<file path="config.mk">
export PLATFORM = sky130hd
export DESIGN_NAME = uart_rx_sniffer_flat
export DESIGN_NICKNAME = d
export VERILOG_FILES = /design/src/rtl/uart_rx_sniffer_if.sv /design/src/rtl/uart_rx_sniffer.sv /design/src/flat_wrapper.sv
export SDC_FILE = /design/constraint.sdc
export NUM_CORES = 1
export LEC_CHECK = 0
export BUFFER_PORTS_ARGS = -buffer_cell sky130_fd_sc_hd__buf_4
export CAP_MARGIN = 5
export CORE_MARGIN = 2
export CORE_UTILIZATION = 55
export CTS_BUF_LIST = sky130_fd_sc_hd__clkbuf_8
export DETAILED_ROUTE_END_ITERATION = 7
export HOLD_SLACK_MARGIN = 0.02
export PLACE_DENSITY = 0.72
export SYNTH_ARGS = -nofsm -noshare
export SYNTH_HDL_FRONTEND = slang
export SYNTH_SLANG_ARGS = --single-unit
</file>
<file path="constraint.sdc">
create_clock -name clk -period 6.1 [get_ports clk]
set_input_delay 1.83 -clock clk [delete_from_list [all_inputs] [get_ports clk]]
set_output_delay 1.83 -clock clk [all_outputs]
set_load 0.01 [all_outputs]
</file>
<file path="src/rtl/uart_rx_sniffer_if.sv">
// Byte-stream handshake between the UART sniffer and its consumer.
//   data  : head byte of the receive FIFO, meaningful only while valid is high
//   valid : the FIFO holds at least one byte
//   ready : the consumer takes the head byte on a clock edge where valid && ready
// The master modport is the producer (the sniffer) and the slave modport is the consumer.
interface uart_rx_sniffer_if;
  logic [7:0] data;
  logic       valid;
  logic       ready;

  modport master (
    output data,
    output valid,
    input  ready
  );

  modport slave (
    input  data,
    input  valid,
    output ready
  );
endinterface

</file>
<file path="src/rtl/uart_rx_sniffer.sv">
// 8N1 UART receiver with a show-ahead byte FIFO.
// It watches a serial transmit line and turns the frames into a valid/ready byte stream.
// It flags newline bytes for console-line parsing.
// It also reports framing errors (stop bit low) and overrun errors (byte dropped, FIFO full).
//
// Ports
//   clk         : system clock, rising edge
//   rst_n       : asynchronous active-low reset
//   rx_i        : serial line, idle high, asynchronous to clk
//   clr_err_i   : one-cycle pulse that clears frame_err_o and overrun_o
//   out_if      : byte stream (master side): data, valid out; ready in
//   frame_err_o : sticky, a stop bit was sampled low
//   overrun_o   : sticky, a received byte was dropped because the FIFO was full
//   byte_cnt_o  : number of bytes pushed into the FIFO, wraps at 16 bits
//   newline_o   : one-cycle pulse on the edge that pushes 8'h0A
module uart_rx_sniffer #(
  parameter int unsigned CLK_FREQ_HZ = 25_000_000,
  parameter int unsigned BAUD_RATE   = 781250,
  parameter int unsigned FIFO_DEPTH  = 16
) (
  input  logic                     clk,
  input  logic                     rst_n,
  input  logic                     rx_i,
  input  logic                     clr_err_i,
  uart_rx_sniffer_if.master        out_if,
  output logic                     frame_err_o,
  output logic                     overrun_o,
  output logic              [15:0] byte_cnt_o,
  output logic                     newline_o
);

  // Clocks per bit.
  localparam int unsigned CPB   = CLK_FREQ_HZ / BAUD_RATE;
  localparam int unsigned CntW  = (CPB > 2) ? $clog2(CPB) : 2;
  localparam int unsigned AddrW = (FIFO_DEPTH > 2) ? $clog2(FIFO_DEPTH) : 1;
  localparam int unsigned PtrW  = AddrW + 1;

  localparam logic [CntW-1:0] CntBit  = CntW'(CPB - 1);
  // Half a bit time puts every later sample near the middle of its bit.
  localparam logic [CntW-1:0] CntHalf = CntW'(CPB / 2 - 1);

  if (CPB < 4) begin : g_bad_cpb
    $fatal(1, "uart_rx_sniffer: CLK_FREQ_HZ/BAUD_RATE must be at least 4");
  end
  if (FIFO_DEPTH < 2 || (FIFO_DEPTH & (FIFO_DEPTH - 1)) != 0) begin : g_bad_depth
    $fatal(1, "uart_rx_sniffer: FIFO_DEPTH must be a power of 2 and at least 2");
  end

  // ---------------------------------------------------------------------------
  // Input synchronizer. Both flops reset to the idle line level, so that reset
  // by itself never looks like a start bit.
  // ---------------------------------------------------------------------------
  logic rx_meta_q;
  logic rxs_q;

  always_ff @(posedge clk or negedge rst_n) begin
    if (!rst_n) begin
      rx_meta_q <= 1'b1;
      rxs_q     <= 1'b1;
    end else begin
      rx_meta_q <= rx_i;
      rxs_q     <= rx_meta_q;
    end
  end

  // ---------------------------------------------------------------------------
  // Frame receiver FSM
  // ---------------------------------------------------------------------------
  typedef enum logic [2:0] {
    StIdle,
    StStart,
    StData,
    StStop,
    StBreak
  } state_e;

  state_e          state_q, state_d;
  logic [CntW-1:0] cnt_q, cnt_d;
  logic [2:0]      idx_q, idx_d;
  logic [7:0]      sr_q, sr_d;
  logic            push;
  logic            frame_set;

  always_ff @(posedge clk or negedge rst_n) begin
    if (!rst_n) begin
      state_q <= StIdle;
      cnt_q   <= '0;
      idx_q   <= '0;
      sr_q    <= '0;
    end else begin
      state_q <= state_d;
      cnt_q   <= cnt_d;
      idx_q   <= idx_d;
      sr_q    <= sr_d;
    end
  end

  always_comb begin
    state_d   = state_q;
    cnt_d     = cnt_q;
    idx_d     = idx_q;
    sr_d      = sr_q;
    push      = 1'b0;
    frame_set = 1'b0;

    unique case (state_q)
      StIdle: begin
        if (!rxs_q) begin
          state_d = StStart;
          cnt_d   = CntHalf;
        end
      end

      StStart: begin
        if (cnt_q == '0) begin
          if (rxs_q) begin
            // The line went high again before mid-start: this is a glitch, not a frame.
            state_d = StIdle;
          end else begin
            state_d = StData;
            cnt_d   = CntBit;
            idx_d   = 3'd0;
          end
        end else begin
          cnt_d = cnt_q - CntW'(1);
        end
      end

      StData: begin
        if (cnt_q == '0) begin
          sr_d  = {rxs_q, sr_q[7:1]};
          cnt_d = CntBit;
          idx_d = idx_q + 3'd1;
          if (idx_q == 3'd7) begin
            state_d = StStop;
          end
        end else begin
          cnt_d = cnt_q - CntW'(1);
        end
      end

      StStop: begin
        if (cnt_q == '0) begin
          if (rxs_q) begin
            // Go back to IDLE at mid-stop so that the next start edge is detected
            // even when frames are sent back to back.
            push    = 1'b1;
            state_d = StIdle;
          end else begin
            frame_set = 1'b1;
            state_d   = StBreak;
          end
        end else begin
          cnt_d = cnt_q - CntW'(1);
        end
      end

      StBreak: begin
        // Wait for the line to go high, so that a held-low line gives only one error.
        if (rxs_q) begin
          state_d = StIdle;
        end
      end

      default: state_d = StIdle;
    endcase
  end

  // ---------------------------------------------------------------------------
  // Show-ahead FIFO. The pointers have one extra wrap bit to tell full from empty.
  // ---------------------------------------------------------------------------
  logic [7:0]      mem_q [FIFO_DEPTH];
  logic [PtrW-1:0] wr_ptr_q, rd_ptr_q;
  logic            empty;
  logic            full;
  logic            pop;
  logic            push_ok;
  logic            overrun_set;

  assign empty = (wr_ptr_q == rd_ptr_q);
  assign full  = ((wr_ptr_q ^ rd_ptr_q) == {1'b1, {AddrW{1'b0}}});
  assign pop   = !empty && out_if.ready;

  // A pop in the same cycle makes room, so a push into a full FIFO is kept.
  assign push_ok     = push && (!full || pop);
  assign overrun_set = push && full && !pop;

  always_ff @(posedge clk) begin
    if (push_ok) begin
      mem_q[wr_ptr_q[AddrW-1:0]] <= sr_q;
    end
  end

  always_ff @(posedge clk or negedge rst_n) begin
    if (!rst_n) begin
      wr_ptr_q <= '0;
      rd_ptr_q <= '0;
    end else begin
      if (push_ok) begin
        wr_ptr_q <= wr_ptr_q + PtrW'(1);
      end
      if (pop) begin
        rd_ptr_q <= rd_ptr_q + PtrW'(1);
      end
    end
  end

  assign out_if.valid = !empty;
  // Force data to zero when the FIFO is empty, so that unwritten RAM never reaches the pins.
  assign out_if.data  = empty ? 8'h00 : mem_q[rd_ptr_q[AddrW-1:0]];

  // ---------------------------------------------------------------------------
  // Status: byte counter, newline strobe, sticky error flags
  // ---------------------------------------------------------------------------
  logic [15:0] byte_cnt_q;
  logic        newline_q;
  logic        frame_err_q;
  logic        overrun_q;

  always_ff @(posedge clk or negedge rst_n) begin
    if (!rst_n) begin
      byte_cnt_q  <= '0;
      newline_q   <= 1'b0;
      frame_err_q <= 1'b0;
      overrun_q   <= 1'b0;
    end else begin
      if (push_ok) begin
        byte_cnt_q <= byte_cnt_q + 16'd1;
      end
      newline_q   <= push_ok && (sr_q == 8'h0A);
      // If a new error and a clear arrive in the same cycle, the flag stays set.
      frame_err_q <= frame_set || (frame_err_q && !clr_err_i);
      overrun_q   <= overrun_set || (overrun_q && !clr_err_i);
    end
  end

  assign byte_cnt_o  = byte_cnt_q;
  assign newline_o   = newline_q;
  assign frame_err_o = frame_err_q;
  assign overrun_o   = overrun_q;

endmodule

</file>
<file path="src/flat_wrapper.sv">
// flat-port wrapper written by rule: the top's interface ports become plain ports
module uart_rx_sniffer_flat 
#(
  parameter int unsigned CLK_FREQ_HZ = 25_000_000,
  parameter int unsigned BAUD_RATE   = 781250,
  parameter int unsigned FIFO_DEPTH  = 16
)
  (clk, rst_n, rx_i, clr_err_i, frame_err_o, overrun_o, byte_cnt_o, newline_o, out_if_data, out_if_valid, out_if_ready);
  uart_rx_sniffer_if out_if_i ();
  input  logic clk;
  input  logic rst_n;
  input  logic rx_i;
  input  logic clr_err_i;
  output logic frame_err_o;
  output logic overrun_o;
  output logic              [15:0] byte_cnt_o;
  output logic newline_o;
  output wire logic [$bits(out_if_i.data)-1:0] out_if_data;
  output wire logic [$bits(out_if_i.valid)-1:0] out_if_valid;
  input wire logic [$bits(out_if_i.ready)-1:0] out_if_ready;
  assign out_if_data = out_if_i.data;
  assign out_if_valid = out_if_i.valid;
  assign out_if_i.ready = out_if_ready;
  uart_rx_sniffer #(.CLK_FREQ_HZ(CLK_FREQ_HZ), .BAUD_RATE(BAUD_RATE), .FIFO_DEPTH(FIFO_DEPTH)) u_core (.clk(clk), .rst_n(rst_n), .rx_i(rx_i), .clr_err_i(clr_err_i), .out_if(out_if_i), .frame_err_o(frame_err_o), .overrun_o(overrun_o), .byte_cnt_o(byte_cnt_o), .newline_o(newline_o));
endmodule
</file>
==> flow_metrics.env, run 1 <==
export IMPL_reg2reg_depth=7
export IMPL_relSlewSlack=0.364
export IMPL_cts_sinks=178
export IMPL_synth_largest_area_cell="edfxtp_1"
export IMPL_setup_worst_path_end_class="output port"
export IMPL_p_int_uw=2050
export IMPL_worst_slew_pin_slew_ns=0.953
export IMPL_power_switching_uw=892
export IMPL_critical_path_top_delay_family="flip-flops"
export IMPL_final_max_slew_viol_count=0
export IMPL_drv_cap=0
export IMPL_dieArea_um2=14500
export IMPL_layout_nets=484
export IMPL_synth_top_cells_by_area="edfxtp_1 (52%), dfrtp_1 (16%), mux4_2 (9.7%)"
export IMPL_layout_commonest_cell="edfxtp_1"
export IMPL_die_h_um=120
export IMPL_utilization=0.620
export IMPL_finalHoldWorstSlack_ns=0.359
export IMPL_cts_setup_buffers=0
export IMPL_grt_usage=0.215
export IMPL_clock_skew_ns=0.0109
export IMPL_max_stage_delay_ns=0.93
export IMPL_powerDensity_nw_per_um2=358
export IMPL_min_period_ns=4.81
export IMPL_finalHoldViolations=0
export IMPL_wl_um=14100
export IMPL_drtPass1Iterations=4
export IMPL_overflow=0
export IMPL_io_pins=33
export IMPL_cp_required_ns=4.27
export IMPL_clock_latency_ns=0.45
export IMPL_p_seq_frac=0.499
export IMPL_synth_seq_cells=178
export IMPL_path_buf_inv=2
export IMPL_cts_tree="yes"
export IMPL_slowest_stage="dfrtp_2"
export IMPL_setup_viol=0
export IMPL_path_cells="xor2_1, nor4_4, buf_4, and2_1, a21oi_1, buf_4"
export IMPL_status="completed"
export IMPL_synth_top_area_share=0.516
export IMPL_syn_cell_area_um2=7450
export IMPL_avgViaCountPerCell=5.94
export IMPL_peakVddDrop_v=0.000216
export IMPL_initial_core_util=0.562
export IMPL_max_freq_ghz=0.208
export IMPL_final_cell_mix="edfxtp_1 (128), dfrtp_1 (47), buf_4 (37), mux4_2 (32), xor2_1 (25)"
export IMPL_clk_pin_slew_ns=0.08
export IMPL_syn_avg_cell_area_um2=17.0
export IMPL_drc=0
export IMPL_yosys_warnings=0
export IMPL_hpwlAfterDp_um=9190
export IMPL_switching_share=0.304
export IMPL_p_leak_uw=0.00289
export IMPL_crit_arrival_ns=2.98
export IMPL_p_comb_frac=0.241
export IMPL_cts_resized=0
export IMPL_hold_buffers=0
export IMPL_cp_depth=6
export IMPL_first_global_vias=4102
export IMPL_drt_initial_drc_count=343
export IMPL_finalPower_uw=2940
export IMPL_syn_inst=439
export IMPL_p_clk_frac=0.261
export IMPL_min_path_cells=0
export IMPL_placed_area_um2=7830
export IMPL_timing_final_crit_share=0.788
export IMPL_num_vias=3916
export IMPL_seq_area_frac_synth=0.684
export IMPL_port_buffers=32
export IMPL_synth_distinct_cells=51
export IMPL_synthArstFlopShare=0.281
export IMPL_syn_nets=453
export IMPL_worstPathMaxFanout=25
export IMPL_core_um2=13200
export IMPL_cts_buffers=17
export IMPL_layout_drive_gt1_share=0.265
export IMPL_htree_levels=4
export IMPL_clockRootBuffer="clkbuf_8"
export IMPL_die_x_um=120
export IMPL_synthToLayoutAreaGrowth_pct=10.2
export IMPL_hold_path_class="flop to flop"
export IMPL_tns_ns=0
export IMPL_criticalPathCategory="flop to output port"
export IMPL_startpoint_type="flop"
export IMPL_antenna_found_initial=0
export IMPL_grt_pass1_wl_um=22800
export IMPL_ant_nets=0
export IMPL_routedWlPerCell_um=21.4
export IMPL_antenna_cells=0
export IMPL_synth_edf_count=128
export IMPL_rsz0062_at_grt="false"
export IMPL_gp_congestion=0.758
export IMPL_rows=42
export IMPL_cts_buffer_depth=2
export IMPL_cpMostUsedCell="buf_4"
export IMPL_ys_flop_type="edfxtp_1"
export IMPL_grt_max_degree=51
export IMPL_fin_area_um2=8210
==> routing by layer <==
metal	share of wire	global-route usage	vias to the layer above
met4	0.017	0.0792	0
met3	0.063	0.0415	20
met5	0	0	-
met1	0.43	0.300	1984
li1	-	-	1783
met2	0.49	0.340	129
==> cells by family (layout without fill, tap and decap cells) <==
family                   Yosys count  after routing  share of synthesized area
multiplexers                      44             44                      0.115
AND/OR/NAND/NOR                   79             79                     0.0625
XOR/XNOR                          28             28                     0.0339
adder cells (fa/ha/maj)            9              9                     0.0151
flip-flops                       178            178                      0.684
AO/OA/AOI/OAI                     64             64                     0.0675
buffers and inverters             37             81                     0.0218
==> cell type report <==
type                       instances  area (µm²)
tap                              176         220
sequential                       178        5100
multi-input combinational        224        2190
clock buffer                      17         234
fill                             982        5040
inverter                          12        45.0
clock inverter                    15         143
timing repair buffer              37         278
==> cell usage after synthesis (2+ instances only) <==
cell,n
a2111oi_2,8
a211oi_1,8
a21oi_1,17
a22oi_1,17
a32o_1,2
and2_1,6
and3_1,14
and4_1,2
buf_1,3
buf_2,10
buf_4,2
clkbuf_1,7
clkbuf_2,3
dfrtp_1,48
dfstp_2,2
edfxtp_1,128
ha_1,9
inv_1,11
mux2_1,3
mux2_2,8
mux4_2,32
nand2_1,16
nand3_1,10
nand4_1,5
nor2_1,6
nor2b_1,5
nor3_1,3
nor3b_1,2
o21ai_0,2
o22ai_1,2
or2_2,3
xnor2_1,2
xor2_1,25
==> power by group through the flow <==
stage               Clock (µW)  Sequential (µW)  Combinational, µW
finish                     766             1470                707
global route               827             1480                765
CTS                        781             1470                713
detailed placement           0             1500                711
global placement             0             1490                696
floorplan                    0             1410                577
==> state kept, by name, indices dropped and copies added, names as in the netlist, 3 cells and up <==
register	cells
u_core.mem_q	128
u_core.byte_cnt_o	16
u_core.sr_q	8
u_core.cnt_q	5
u_core.rd_ptr_q	5
u_core.wr_ptr_q	5
u_core.idx_q	3
u_core.state_q	3
==> final timing paths <==
kind | startpoint | end | slack [ns]
setup / recovery | u_core.rd_ptr_q[0] | out_if_data[2] | 1.29
hold / removal | u_core.rx_meta_q | u_core.rxs_q | 0.36
setup reg to reg | u_core.cnt_q[0] | u_core.mem_q[9][3] | 2.94
hold reg to reg | u_core.rx_meta_q | u_core.rxs_q | 0.36
max in group asynchronous | rst_n | u_core.rd_ptr_q[0] | 4.26
min in group asynchronous | rst_n | u_core.byte_cnt_o[11] | 1.39
==> through the flow <==
| step | setup slack, ns | std cells |
|---|---|---|
| 2_1_floorplan | 2.52 | 439 |
| 3_3_place_gp | 1.80 | 627 |
| 3_5_place_dp | 1.72 | 627 |
| 4_1_cts | 1.21 | 659 |
| 5_1_grt | 1.01 | 659 |
| 6_report | 1.29 | 659 |
Power figures use the tool's default switching activity.
==> run 2: changes to the inputs <==
--- a/config.mk
+++ b/config.mk
@@ -5,6 +5,7 @@
 export SDC_FILE = /design/constraint.sdc
 export NUM_CORES = 1
 export LEC_CHECK = 0
+export ABC_AREA = 1
 export BUFFER_PORTS_ARGS = -buffer_cell sky130_fd_sc_hd__buf_4
 export CAP_MARGIN = 5
 export CORE_MARGIN = 2
@@ -12,7 +13,7 @@
 export CTS_BUF_LIST = sky130_fd_sc_hd__clkbuf_8
 export DETAILED_ROUTE_END_ITERATION = 7
 export HOLD_SLACK_MARGIN = 0.02
-export PLACE_DENSITY = 0.72
+export PLACE_DENSITY = 0.75
 export SYNTH_ARGS = -nofsm -noshare
 export SYNTH_HDL_FRONTEND = slang
 export SYNTH_SLANG_ARGS = --single-unit
==> constraint.sdc (replaced) <==
create_clock -name clk -period 3.9 [get_ports clk]
set_input_delay 1.17 -clock clk [delete_from_list [all_inputs] [get_ports clk]]
set_output_delay 1.17 -clock clk [all_outputs]
set_load 0.01 [all_outputs]
==> run 2 against run 1 <==
Compared with the run above:
- clock power is 57% higher
- sequential share of layout area is 5.6 points lower
- flip-flop and latch count stayed put
- combinational power is 110% higher
- critical endpoint is now out_if_data[6]
- cell count is 71% higher
- power is 67% higher
- non-clock buffer count is 3 higher
- wire length is 18% higher
- critical path depth is 1 higher
==> flow_metrics.env, run 2 <==
export IMPL_first_global_vias=5538
export IMPL_grt_max_degree=51
export IMPL_power_switching_uw=1740
export IMPL_max_freq_ghz=0.278
export IMPL_port_buffers=32
export IMPL_synth_edf_count=128
export IMPL_synth_top_cells_by_area="edfxtp_1 (46%), nand2_1 (16%), dfrtp_1 (15%)"
export IMPL_final_max_slew_viol_count=0
export IMPL_finalHoldViolations=0
export IMPL_synthToLayoutAreaGrowth_pct=9.10
export IMPL_overflow=0
export IMPL_gp_congestion=0.844
export IMPL_htree_levels=4
export IMPL_powerDensity_nw_per_um2=542
export IMPL_routedWlPerCell_um=14.8
export IMPL_clock_skew_ns=0.0104
export IMPL_die_x_um=127
export IMPL_die_h_um=127
export IMPL_synth_largest_area_cell="edfxtp_1"
export IMPL_syn_avg_cell_area_um2=9.16
export IMPL_relSlewSlack=0.239
export IMPL_hpwlAfterDp_um=10800
export IMPL_setup_viol=0
export IMPL_largest_register_ffs=128
export IMPL_p_leak_uw=0.00407
export IMPL_crit_arrival_ns=2.42
export IMPL_io_pins=33
export IMPL_yosysMostFrequentCell="nand2_1"
export IMPL_fin_area_um2=9020
export IMPL_cts_buffers=17
export IMPL_layout_drive_gt1_share=0.0922
export IMPL_ant_nets=0
export IMPL_setup_ws_ns=0.308
export IMPL_ff2ff_setup_slack_ns=1.01
export IMPL_avgViaCountPerCell=5.08
export IMPL_layout_nets=946
export IMPL_initial_core_util=0.567
export IMPL_antenna_cells=0
export IMPL_grt_usage=0.225
export IMPL_use_met1=0.313
export IMPL_grtUsageMet2=0.346
export IMPL_timing_final_crit_share=0.921
export IMPL_cts_sinks=178
export IMPL_cts_buffer_depth=2
export IMPL_clk_pin_slew_ns=0.09
export IMPL_syn_nets=917
export IMPL_synth_common_cells="nand2_1 (356), inv_1 (129), edfxtp_1 (128)"
export IMPL_core_um2=14600
export IMPL_startpoint_type="flop"
export IMPL_dieArea_um2=16000
export IMPL_ys_flop_type="edfxtp_1"
export IMPL_top_usage_layer="met2"
export IMPL_syn_cell_area_um2=8270
export IMPL_wl_um=16700
export IMPL_worst_slew_pin_slew_ns=1.13
export IMPL_drtPass1Iterations=4
export IMPL_worstPathMaxFanout=11
export IMPL_synthArstFlopShare=0.281
export IMPL_instances_no_fill=1128
export IMPL_synth_seq_cells=178
export IMPL_tns_ns=0
export IMPL_multi_input_area_um2=2500
export IMPL_hold_path_class="flop to flop"
export IMPL_setup_worst_path_end_class="output port"
export IMPL_hold_buffers=0
export IMPL_synth_top_area_share=0.465
export IMPL_final_cell_mix="nand2_1 (356), inv_1 (130), edfxtp_1 (128), nand3_1 (78), dfrtp_1 (46)"
export IMPL_antenna_found_initial=0
export IMPL_seq_area_frac_synth=0.617
export IMPL_drv_cap=0
export IMPL_synth_distinct_cells=32
export IMPL_rows=44
export IMPL_place_ws_ns=0.676
export IMPL_rsz0062_at_grt="false"
export IMPL_regArea_um2=5100
export IMPL_p_clk_frac=0.246
export IMPL_drt_initial_drc_count=567
export IMPL_clock_latency_ns=0.46
export IMPL_p_int_uw=3150
export IMPL_p_comb_frac=0.309
export IMPL_utilization=0.618
export IMPL_grt_pass1_wl_um=27900
export IMPL_clockRootBuffer="clkbuf_8"
export IMPL_cts_tree="yes"
export IMPL_fillCellCount=1202
export IMPL_drc=0
export IMPL_layout_commonest_cell="nand2_1"
export IMPL_dp_cells=1097
export IMPL_min_period_ns=3.59
export IMPL_cp_required_ns=2.73
export IMPL_criticalPathCategory="flop to output port"
export IMPL_num_vias=5735
export IMPL_p_seq_frac=0.445
export IMPL_placed_area_um2=8640
export IMPL_yosys_warnings=0
export IMPL_syn_inst=903
export IMPL_peakVddDrop_v=0.000262
export IMPL_status="completed"
export IMPL_switching_share=0.356
export IMPL_met3_usage=0.0498
## run 2: cell types whose count changed in the layout (fill, tap and decap cells not counted), sizes merged, moves of 17 or more
| cell | change |
|---|---|
| mux4 | -32 |
| o21ai | +24 |
| nand3 | +70 |
| nor2 | +23 |
| inv | +123 |
| nand2 | +342 |
| xor2 | -18 |
| a22oi | -17 |
## run 2: stage by stage
stage                     hold WS, ns  total power, µW
after floorplan                 0.345             3240
after global placement          0.346             3680
after detailed placement        0.354             3710
after CTS                       0.370             4900
after global routing            0.369             5220
final                           0.363             4890
## run 2: worst paths after layout
path	from	to	cells after the start
setup / recovery	u_core.rd_ptr_q[3]	out_if_data[6]	7
hold / removal	u_core.rx_meta_q	u_core.rxs_q	0
setup reg to reg	u_core.rd_ptr_q[1]	u_core.mem_q[1][5]	7
hold reg to reg	u_core.rx_meta_q	u_core.rxs_q	0
max in group asynchronous	rst_n	u_core.rd_ptr_q[0]	1
min in group asynchronous	rst_n	u_core.cnt_q[0]	1
## run 2: logic make-up (layout without fill, tap and decap cells)
family | Yosys count | count (layout) | synth area share
compound gates | 40 | 40 | 0.0251
xor+xnor | 18 | 18 | 0.0191
fa+ha+maj | 9 | 9 | 0.0136
simple gates | 492 | 492 | 0.244
buf+inv | 166 | 207 | 0.0816
flops | 178 | 178 | 0.617
## run 2: cell type report
cell class / count / share of cell area
Sequential cell: 178 / 0.566
Clock inverter: 14 / 0.0157
Multi-Input combinational cell: 559 / 0.277
Timing Repair Buffer: 40 / 0.0333
Tap cell: 184 / 0.0255
Clock buffer: 17 / 0.0259
Inverter: 136 / 0.0572
## run 2: critical path, stage by stage (launching register included)
cell	delay [ns]
dfrtp_1	0.41
inv_1	0.33
nand2_1	0.12
a21oi_2	0.27
nand3_1	0.29
inv_1	0.30
a21oi_1	0.09
buf_4	0.15
## run 2: power groups by stage
stage               Combinational [µW]  Clock [µW]  Sequential, µW
global placement                  1470           0            2210
floorplan                         1080           0            2160
CTS                               1510        1230            2170
finish                            1510        1200            2180
detailed placement                1500           0            2210
global route                      1720        1310            2190
## run 2: what timing repair did
| item | in CTS | in global routing |
|---|---|---|
| gates resized for setup | 0 | 4 |
| endpoints found under the setup margin | 0 | 8 |
| setup buffers | 0 | 0 |
## run 2: per-layer routing
| metal | part of all wire | vias up |
|---|---|---|
| met3 | 0.061 | 30 |
| met2 | 0.46 | 181 |
| met1 | 0.46 | 2613 |
| met4 | 0.023 | 0 |
| li1 | - | 2911 |
| met5 | 0 | - |
==> run 3: changes to the inputs <==
==> constraint.sdc (replaced) <==
create_clock -name clk -period 3.9 [get_ports clk]
set_input_delay 0.195 -clock clk [delete_from_list [all_inputs] [get_ports clk]]
set_output_delay 0.195 -clock clk [all_outputs]
set_load 0.01 [all_outputs]
==> run 3 against run 2 <==
Compared with the run above:
- clock skew grew 0.0059 ns
- cell count grew 0.18%
- highest routed layer unchanged
- wire length grew 7.1%
==> flow_metrics.env, run 3 (synthesis results as in run 2) <==
export IMPL_status="completed"
export IMPL_routed_top_layer="met4"
export IMPL_max_freq_ghz=0.352
export IMPL_placed_area_um2=8620
export IMPL_clk_pin_slew_ns=0.09
export IMPL_hpwlAfterDp_um=11500
export IMPL_path_buf_inv=3
export IMPL_gp_congestion=0.878
export IMPL_overflow=0
export IMPL_drv_cap=0
export IMPL_grt_pass1_wl_um=28800
export IMPL_p_clk_frac=0.268
export IMPL_layout_commonest_cell="nand2_1"
export IMPL_hold_buffers=3
export IMPL_fin_area_um2=9080
export IMPL_num_vias=5936
export IMPL_power_switching_uw=1790
export IMPL_tns_ns=0
export IMPL_layout_nets=947
export IMPL_crit_arrival_ns=2.64
export IMPL_antenna_found_initial=0
export IMPL_worst_slew_pin_slew_ns=1.06
export IMPL_wl_um=17900
export IMPL_drc=0
export IMPL_die_h_um=127
export IMPL_final_cell_mix="nand2_1 (356), inv_1 (129), edfxtp_1 (128), nand3_1 (78), dfrtp_1 (47)"
export IMPL_initial_core_util=0.567
export IMPL_htree_levels=4
export IMPL_drt_met1_wl_um=7950
export IMPL_peakVddDrop_v=0.000316
export IMPL_place_ws_ns=1.13
export IMPL_antenna_cells=0
export IMPL_cp_required_ns=3.70
export IMPL_drtPass1Iterations=5
export IMPL_finalHoldViolations=0
export IMPL_p_leak_uw=0.00410
export IMPL_port_buffers=32
export IMPL_critical_path_top_delay_family="buffers and inverters"
export IMPL_wl_met3_um=1190
export IMPL_io_pins=33
export IMPL_cpMostUsedCell="nand2_1"
export IMPL_die_x_um=127
export IMPL_grt_usage=0.236
export IMPL_timing_final_crit_share=0.728
export IMPL_final_max_slew_viol_count=0
export IMPL_layout_drive_gt1_share=0.0920
export IMPL_powerDensity_nw_per_um2=553
export IMPL_worstPathMaxFanout=65
export IMPL_p_seq_frac=0.435
export IMPL_clock_latency_ns=0.46
export IMPL_setup_ws_ns=1.06
export IMPL_cts_buffer_depth=2
export IMPL_setup_viol=0
export IMPL_relSlewSlack=0.288
export IMPL_dieArea_um2=16000
export IMPL_ant_nets=0
export IMPL_avgViaCountPerCell=5.25
export IMPL_cts_setup_buffers=0
export IMPL_clock_skew_ns=0.0163
export IMPL_switching_share=0.356
export IMPL_p_int_uw=3240
export IMPL_rows=44
export IMPL_slowest_stage="dfrtp_2"
export IMPL_cts_buffers=17
export IMPL_cts_tree="yes"
export IMPL_drt_initial_drc_count=664
export IMPL_clockRootBuffer="clkbuf_8"
export IMPL_core_um2=14600
export IMPL_setup_worst_path_end_class="output port"
export IMPL_cts_sinks=178
export IMPL_min_period_ns=2.84
export IMPL_cts_resized=0
export IMPL_hold_path_class="input pin to flop"
export IMPL_grt_max_degree=66
export IMPL_criticalPathCategory="flop to output port"
export IMPL_rsz0062_at_grt="false"
export IMPL_fillCellCount=1206
export IMPL_largest_register_ffs=128
export IMPL_dr_wl_met2_um=8450
export IMPL_synthToLayoutAreaGrowth_pct=9.81
export IMPL_max_stage_delay_ns=0.65
export IMPL_path_cells="inv_2, buf_4, nand2_1, nand2_1, nand2_1, nand3_1, nand3_1, a21oi_1, buf_4"
export IMPL_p_comb_frac=0.297
export IMPL_startpoint_type="flop"
export IMPL_first_global_vias=5633
export IMPL_routedWlPerCell_um=15.9
[run 3: cell count changes in the layout (fill, tap and decap cells not counted), sizes merged]
cell,delta
bufinv,+1
clkinvlp,-3
dlygate4sd3,+3
clkinv,-3
buf,-2
inv,+6
[run 3: worst reg2reg max path: cells and delay by family, from the launching register on]
| kind | cells | cell delay (ns) |
|---|---|---|
| flip-flops | 1 | 0.39 |
| AND/OR/NAND/NOR | 6 | 1.63 |
| buffers and inverters | 1 | 0.40 |
[run 3: through the flow]
step	utilization	hold WS (ns)	std cells	total power (µW)
global placement	0.591	0.262	1095	3670
finish	0.622	0.0975	1130	5020
CTS	0.622	0.0680	1130	5040
detailed placement	0.591	0.267	1095	3700
global route	0.622	0.102	1130	5330
floorplan	-	-0.101	903	3240
[run 3: final cells by class]
type / instances / area, µm² / share of cell area
sequential: 178 / 5100 / 0.562
multi-input combinational: 559 / 2500 / 0.275
inverter: 136 / 513 / 0.0565
timing repair buffer: 41 / 315 / 0.0347
clock buffer: 17 / 234 / 0.0258
tap: 184 / 230 / 0.0254
clock inverter: 15 / 191 / 0.0211
[run 3: metal layers]
| layer | GRT usage | vias to the layer above |
|---|---|---|
| met5 | 0 | - |
| met4 | 0.0730 | 0 |
| met3 | 0.0493 | 28 |
| met2 | 0.373 | 224 |
| met1 | 0.332 | 2765 |
| li1 | - | 2919 |
[run 3: final timing paths]
| check | startpoint | end | slack (ns) | cells after the start |
|---|---|---|---|---|
| min in group asynchronous | rst_n | u_core.cnt_q[0] | 0.29 | 2 |
| worst max register to register | u_core.rd_ptr_q[1] | u_core.mem_q[11][6] | 1.10 | 7 |
| max in group asynchronous | rst_n | u_core.rd_ptr_q[0] | 3.13 | 2 |
| worst min-delay path | out_if_ready | u_core.rd_ptr_q[4] | 0.1 | 4 |
| worst min register to register | u_core.rx_meta_q | u_core.rxs_q | 0.36 | 0 |
| worst max-delay path | u_core.rd_ptr_q[0] | out_if_data[4] | 1.06 | 9 |
[run 3: power groups by stage]
stage	clock (µW)	combinational, µW	sequential [µW]
2_1_floorplan	0	1080	2160
3_3_place_gp	0	1450	2220
3_5_place_dp	0	1470	2220
4_1_cts	1370	1480	2180
5_1_grt	1440	1690	2200
6_report	1350	1490	2180
